==> config.mk <==
export PLATFORM = sky130hd
export DESIGN_NAME = fifo_drain_ctrl
export DESIGN_NICKNAME = d
export VERILOG_FILES = /design/src/rtl/fifo_drain_pkg.sv /design/src/rtl/out_buf2.sv /design/src/rtl/fifo_drain_ctrl.sv
export SDC_FILE = /design/constraint.sdc
export NUM_CORES = 1
export LEC_CHECK = 0
export CAP_MARGIN = 5
export CORE_MARGIN = 4
export CORE_UTILIZATION = 46
export CTS_CLUSTER_SIZE = 24
export DETAILED_ROUTE_END_ITERATION = 8
export PLACE_DENSITY = 0.75
export RECOVER_POWER = 100
export SYNTH_ARGS = -nofsm -noshare
export SYNTH_HDL_FRONTEND = slang
export SYNTH_SLANG_ARGS = --single-unit
export TNS_END_PERCENT = 5
==> constraint.sdc <==
create_clock -name clk -period 2.23 [get_ports clk]
set_clock_uncertainty 0.05 [all_clocks]
set_input_delay 0.3345 -clock clk [delete_from_list [all_inputs] [get_ports clk]]
set_output_delay 0.3345 -clock clk [all_outputs]
set_load 0.005 [all_outputs]
==> src/rtl/fifo_drain_pkg.sv <==
// Shared types for the FIFO drain controller: FSM state encoding and the
// output-buffer entry layout.
package fifo_drain_pkg;

  typedef enum logic [1:0] {
    IDLE  = 2'd0,
    DRAIN = 2'd1,
    FLUSH = 2'd2
  } drain_state_t;

  localparam int default_width = 8;

  typedef struct packed {
    logic [default_width-1:0] data;
    logic                     last;
  } buf_entry_t;

endpackage

==> src/rtl/out_buf2.sv <==
// Two-entry in-order queue carrying a data word plus its last-word marker.
// Breaks the path from downstream ready back to the producer.
module out_buf2 #(
  parameter int width = 8
) (
  input  logic             clk,
  input  logic             rst_n,
  input  logic             push,
  input  logic [width-1:0] push_data,
  input  logic             push_last,
  input  logic             ready,
  output logic             valid,
  output logic [width-1:0] data,
  output logic             last,
  output logic [1:0]       count
);

  // Same layout as fifo_drain_pkg::buf_entry_t, sized by this instance's width.
  typedef struct packed {
    logic [width-1:0] data;
    logic             last;
  } entry_t;

  entry_t     mem [2];
  logic       wr_ptr;
  logic       rd_ptr;
  logic [1:0] cnt;
  logic       xfer;

  // Handshake: a word moves downstream on every cycle where valid && ready;
  // valid never depends on ready, and data/last hold while valid && !ready.
  // The producer only pushes when count < 2.
  assign xfer  = valid && ready;
  assign valid = (cnt != 2'd0);
  assign data  = mem[rd_ptr].data;
  assign last  = valid && mem[rd_ptr].last;
  assign count = cnt;

  always_ff @(posedge clk or negedge rst_n) begin
    if (!rst_n) begin
      mem[0] <= '0;
      mem[1] <= '0;
      wr_ptr <= 1'b0;
      rd_ptr <= 1'b0;
      cnt    <= 2'd0;
    end else begin
      if (push) begin
        mem[wr_ptr] <= '{data: push_data, last: push_last};
        wr_ptr      <= ~wr_ptr;
      end
      if (xfer) rd_ptr <= ~rd_ptr;
      case ({push, xfer})
        2'b10:   cnt <= cnt + 2'd1;
        2'b01:   cnt <= cnt - 2'd1;
        default: cnt <= cnt;
      endcase
    end
  end

endmodule

==> src/rtl/fifo_drain_ctrl.sv <==
// Pop-side controller for the show-ahead FIFO: drains a counted or
// until-empty burst onto a valid/ready stream with a last-word marker.
module fifo_drain_ctrl
  import fifo_drain_pkg::*;
#(
  parameter int width = 8,
  parameter int len_w = 8
) (
  input  logic             clk,
  input  logic             rst_n,
  input  logic             fifo_empty,
  input  logic [width-1:0] fifo_data,
  output logic             fifo_pop_req_n,
  input  logic             drain_start,
  input  logic [len_w-1:0] drain_len,
  input  logic             abort,
  output logic             m_valid,
  output logic [width-1:0] m_data,
  output logic             m_last,
  input  logic             m_ready,
  output logic             busy,
  output logic             done,
  output logic [len_w-1:0] word_count,
  output logic [1:0]       dbg_state
);

  drain_state_t     state;
  logic [len_w-1:0] remaining;
  logic             unbounded;
  logic [1:0]       buf_count;
  logic             pop;
  logic             pop_last;

  // Pop only looks at registered buffer occupancy, never at m_ready.
  assign pop = (state == DRAIN) && !fifo_empty && (buf_count < 2'd2) && !abort &&
               (unbounded || (remaining != '0));
  assign pop_last       = pop && !unbounded && (remaining == len_w'(1));
  assign fifo_pop_req_n = !pop;
  assign busy           = (state != IDLE);
  assign dbg_state      = state;

  always_ff @(posedge clk or negedge rst_n) begin
    if (!rst_n) begin
      state      <= IDLE;
      remaining  <= '0;
      unbounded  <= 1'b0;
      word_count <= '0;
      done       <= 1'b0;
    end else begin
      done <= 1'b0;
      case (state)
        IDLE: begin
          // A start coinciding with the done pulse belongs to the old burst.
          if (drain_start && !done) begin
            state      <= DRAIN;
            remaining  <= drain_len;
            unbounded  <= (drain_len == '0);
            word_count <= '0;
          end
        end
        DRAIN: begin
          if (pop) begin
            if (word_count != '1) word_count <= word_count + len_w'(1);
            if (!unbounded) remaining <= remaining - len_w'(1);
          end
          if ((!unbounded && (remaining == '0)) || abort || (unbounded && fifo_empty))
            state <= FLUSH;
        end
        FLUSH: begin
          if (buf_count == 2'd0) begin
            state <= IDLE;
            done  <= 1'b1;
          end
        end
        default: state <= IDLE;
      endcase
    end
  end

  out_buf2 #(.width(width)) u_out_buf (
    .clk       (clk),
    .rst_n     (rst_n),
    .push      (pop),
    .push_data (fifo_data),
    .push_last (pop_last),
    .ready     (m_ready),
    .valid     (m_valid),
    .data      (m_data),
    .last      (m_last),
    .count     (buf_count)
  );

endmodule

==> reports/qor.csv <==
stage,metric,value,unit
global_routing,initial antenna violation count,0,
floorplanning,Ports,45,
timing,Slew @ Worst Pin,0.939,ns
logic_synthesis,Post-synth ARST share,1.00,
power,Clk pwr share,0.194,
floorplanning,Initial Util,0.478,
power,Switching Share,0.336,
timing,"Worst Setup Slack, final",-0.0133,ns
timing,Final Cycle Share,1.01,
job,Max-Cap Viols,0,
clocking,CTS tree,built,
routing,routed wire length,5.58,mm
timing,final hold violation count,0,
logic_synthesis,most common library cells after synthesis,"dfrtp_1 (42), mux2_2 (22), nand2_1 (11), clkbuf_1 (9), nor3_1 (9)",
logic_synthesis,Post-Syn Nets,234,
power,Cell Pwr Density,1230,mW/mm^2
routing,Pre-antenna DRT Iters,4,
power,P_leak,1.38,nW
clocking,H-tree depth,2,
timing,Setup Total Neg Slack,-0.0362,ns
timing,"Slew Viols, Final",0,
routing,first-iteration detailed-routing DRC count,108,
routing,Remaining DRCs,0,
routing,DRT antenna net count,0,
power,internal power,2.54,mW
setup_path,Worst Setup End Kind,register,
floorplanning,die height,78.3,um
final_layout,Layout Nets,297,
setup_path,r2r setup slk,-0.01,ns
logic_synthesis,register bit total from synthesis,42,
setup_path,critical path class,register to register,
status,failing checks,negative setup slack,
logic_synthesis,area share of the largest cell type after synthesis,0.462,
logic_synthesis,Syn Std Cell Area,0.00227,mm^2
clocking,total CTS buffers,5,
place,DPL Wire Length,3.86,mm
clocking,clock latency at the later pin of the worst-skew pair,0.29,ns
global_routing,overflow left after global routing,0,
setup_path,worst path arrival time,2.37,ns
timing,FMAX,446,MHz
routing,via/cell ratio,5.64,
final_layout,Antenna Cells,0,
floorplanning,Rows,25,
setup_path,launch point of the worst path,dbg_state[1],
place,dpl cell area,0.00288,mm^2
routing,routed len/inst,16.5,um
logic_synthesis,warnings from Yosys,0,
setup_path,worst-path fanout max,8,
power,net switching power,1.29,mW
power,combinational share of power,0.458,
setup_path,startpoint types,register,
global_routing,vias in the first global route,1934,
clocking,clock root cell,clkbuf_8,
place,I/O Buffers,44,
routing,via count,1907,
clocking,Max Buffers Root-to-Sink,2,
final_layout,Final Cell Area,0.00311,mm^2
setup_path,worst r2r dst,u_out_buf.mem[12],
status,status,"finished, violations left",
final_layout,fillers,390,
logic_synthesis,Post-synth EDFFs,0,
global_routing,largest net degree at the start of global routing,19,
logic_synthesis,library cells used by synthesis,55,
timing,relative slew slack,0.374,
timing,Tmin final,2.24,ns
logic_synthesis,Mapped Cells,207,
clocking,"Clk pin slew, worst setup/hold paths",0.08,ns
place,gpl congestion,0.907,
global_routing,Total GRT Usage,0.194,
floorplanning,die area,0.00613,mm^2
final_layout,share of layout cells above drive strength 1,0.255,
global_routing,first-pass GRT wire length,9.56,mm
worst_hold_path,HP Class,register to register,
logic_synthesis,Synth Flop Type,dfrtp_1,
setup_path,Setup crit end,u_out_buf.mem[12],
timing,unrepaired setup endpoints after global routing,yes,
final_layout,P&R area growth vs syn,36.8,%
floorplanning,Die W,78.3,um
timing,Final setup viols,6,
logic_synthesis,"area leader, netlist",dfrtp_1,
setup_path,Reg2Reg Depth,7,
setup_path,CP Data Required Time,2.36,ns
logic_synthesis,Mean Syn Cell Area,11.0,um^2
logic_synthesis,synth top area cells,"dfrtp_1 (46%), mux2_2 (11%), ha_1 (2.8%), nor3_1 (2.0%), nand2_1 (1.8%)",
clocking,TritonCTS sink count,42,
setup_path,worst reg2reg startpoint,dbg_state[1],
floorplanning,total core area,0.00475,mm^2
logic_synthesis,most common cell in the netlist,dfrtp_1,
power,sequential share of power,0.348,
logic_synthesis,post-synthesis sequential area ratio,0.462,
power,Max VDD drop,0.000679,V
==> flip-flops by register name, indices dropped and copies added (netlist names) <==
| name | count |
|---|---|
| u_out_buf.mem | 18 |
| remaining | 8 |
| word_count | 8 |
| dbg_state | 2 |
| u_out_buf.count | 2 |
| done | 1 |
| u_out_buf.rd_ptr | 1 |
| u_out_buf.wr_ptr | 1 |
| unbounded | 1 |
==> how the worst min path moves through the flow <==
| stage | start | endpoint | depth (start not counted) |
|---|---|---|---|
| 2_1_floorplan | rst_n | dbg_state[0] | 0 |
| 3_3_place_gp | rst_n | u_out_buf.rd_ptr | 1 |
| 3_5_place_dp | rst_n | u_out_buf.rd_ptr | 1 |
| 4_1_cts | rst_n | remaining[4] | 2 |
| 5_1_grt | u_out_buf.mem[4] | u_out_buf.mem[4] | 1 |
| 6_report | u_out_buf.mem[5] | u_out_buf.mem[5] | 1 |
==> final cells by class <==
cell class / instances / area (um^2) / area share
clock buffer: 6 / 82.6 / 0.0265
clock inverter: 2 / 60.1 / 0.0193
inverter: 5 / 18.8 / 0.00603
multi-input combinational: 148 / 1190 / 0.382
sequential: 42 / 1050 / 0.338
tap: 67 / 83.8 / 0.0269
timing repair buffer: 68 / 627 / 0.201
==> cells by family after synthesis <==
kind of cell,after synthesis,share of synthesized area
adders and majority gates,5,0.0275
AOI/OAI and AO/OA,47,0.153
and+or+nand+nor,65,0.172
DFF,42,0.462
muxes,26,0.128
buffers and inverters,17,0.0379
xor gates and xnor gates,5,0.0193
==> through the flow <==
| stage | cells | utilization | total power, mW | hold WS, ns | setup slack [ns] |
|---|---|---|---|---|---|
| 6_report | 338 | 0.654 | 3.83 | 0.457 | -0.0133 |
| 5_1_grt | 338 | 0.654 | 4.08 | 0.485 | -0.0941 |
| 4_1_cts | 338 | 0.656 | 3.85 | 0.450 | -0.0618 |
| 3_5_place_dp | 325 | 0.606 | 3.01 | 0.227 | -0.258 |
| 3_3_place_gp | 325 | 0.606 | 2.96 | 0.225 | -0.232 |
| 2_1_floorplan | 207 | - | 2.25 | -0.0111 | 0.0127 |
==> cells in the final DEF (no fill, tap or decap), types with 5 or more instances in the layout <==
master	instances
clkbuf_8	6
nand3_1	8
mux2_2	16
nand2_1	11
ha_1	5
nor4_1	5
nor2_1	5
mux2_4	8
dlygate4sd3_1	13
o21ai_0	7
clkdlybuf4s50_1	29
a21oi_1	5
buf_4	15
dfrtp_1	42
nor3_1	9
==> routing by layer <==
metal,global-route usage,part of all wire,vias up
met5,0,0,-
met4,0.0647,0.0072,0
met3,0.0390,0.065,5
met2,0.308,0.49,85
met1,0.266,0.43,909
li1,-,-,908
==> power by group through the flow <==
stage,clock network [mW],registers [mW],logic [mW]
2_1_floorplan,0,1.26,0.995
3_3_place_gp,0,1.33,1.64
3_5_place_dp,0,1.34,1.67
4_1_cts,0.750,1.33,1.77
5_1_grt,0.782,1.38,1.92
6_report,0.743,1.33,1.75
==> what timing repair did <==
item | CTS | global route
pin swaps | 3 | 4
endpoints found under the setup margin | 1 | 32
gates resized for setup | 16 | 2
setup buffers | 4 | 0
endpoints found under the hold margin | 14 | 0
hold buffers | 1 | 0
==> critical path: stages (launching register included) <==
cell and delay (ns):
dfrtp_1 0.39, or4b_1 0.53, a311oi_2 0.28, inv_2 0.11, buf_6 0.14, buf_6 0.12
nor2_8 0.19, mux2_4 0.32
Note: power is estimated with default switching activity, not from simulation.
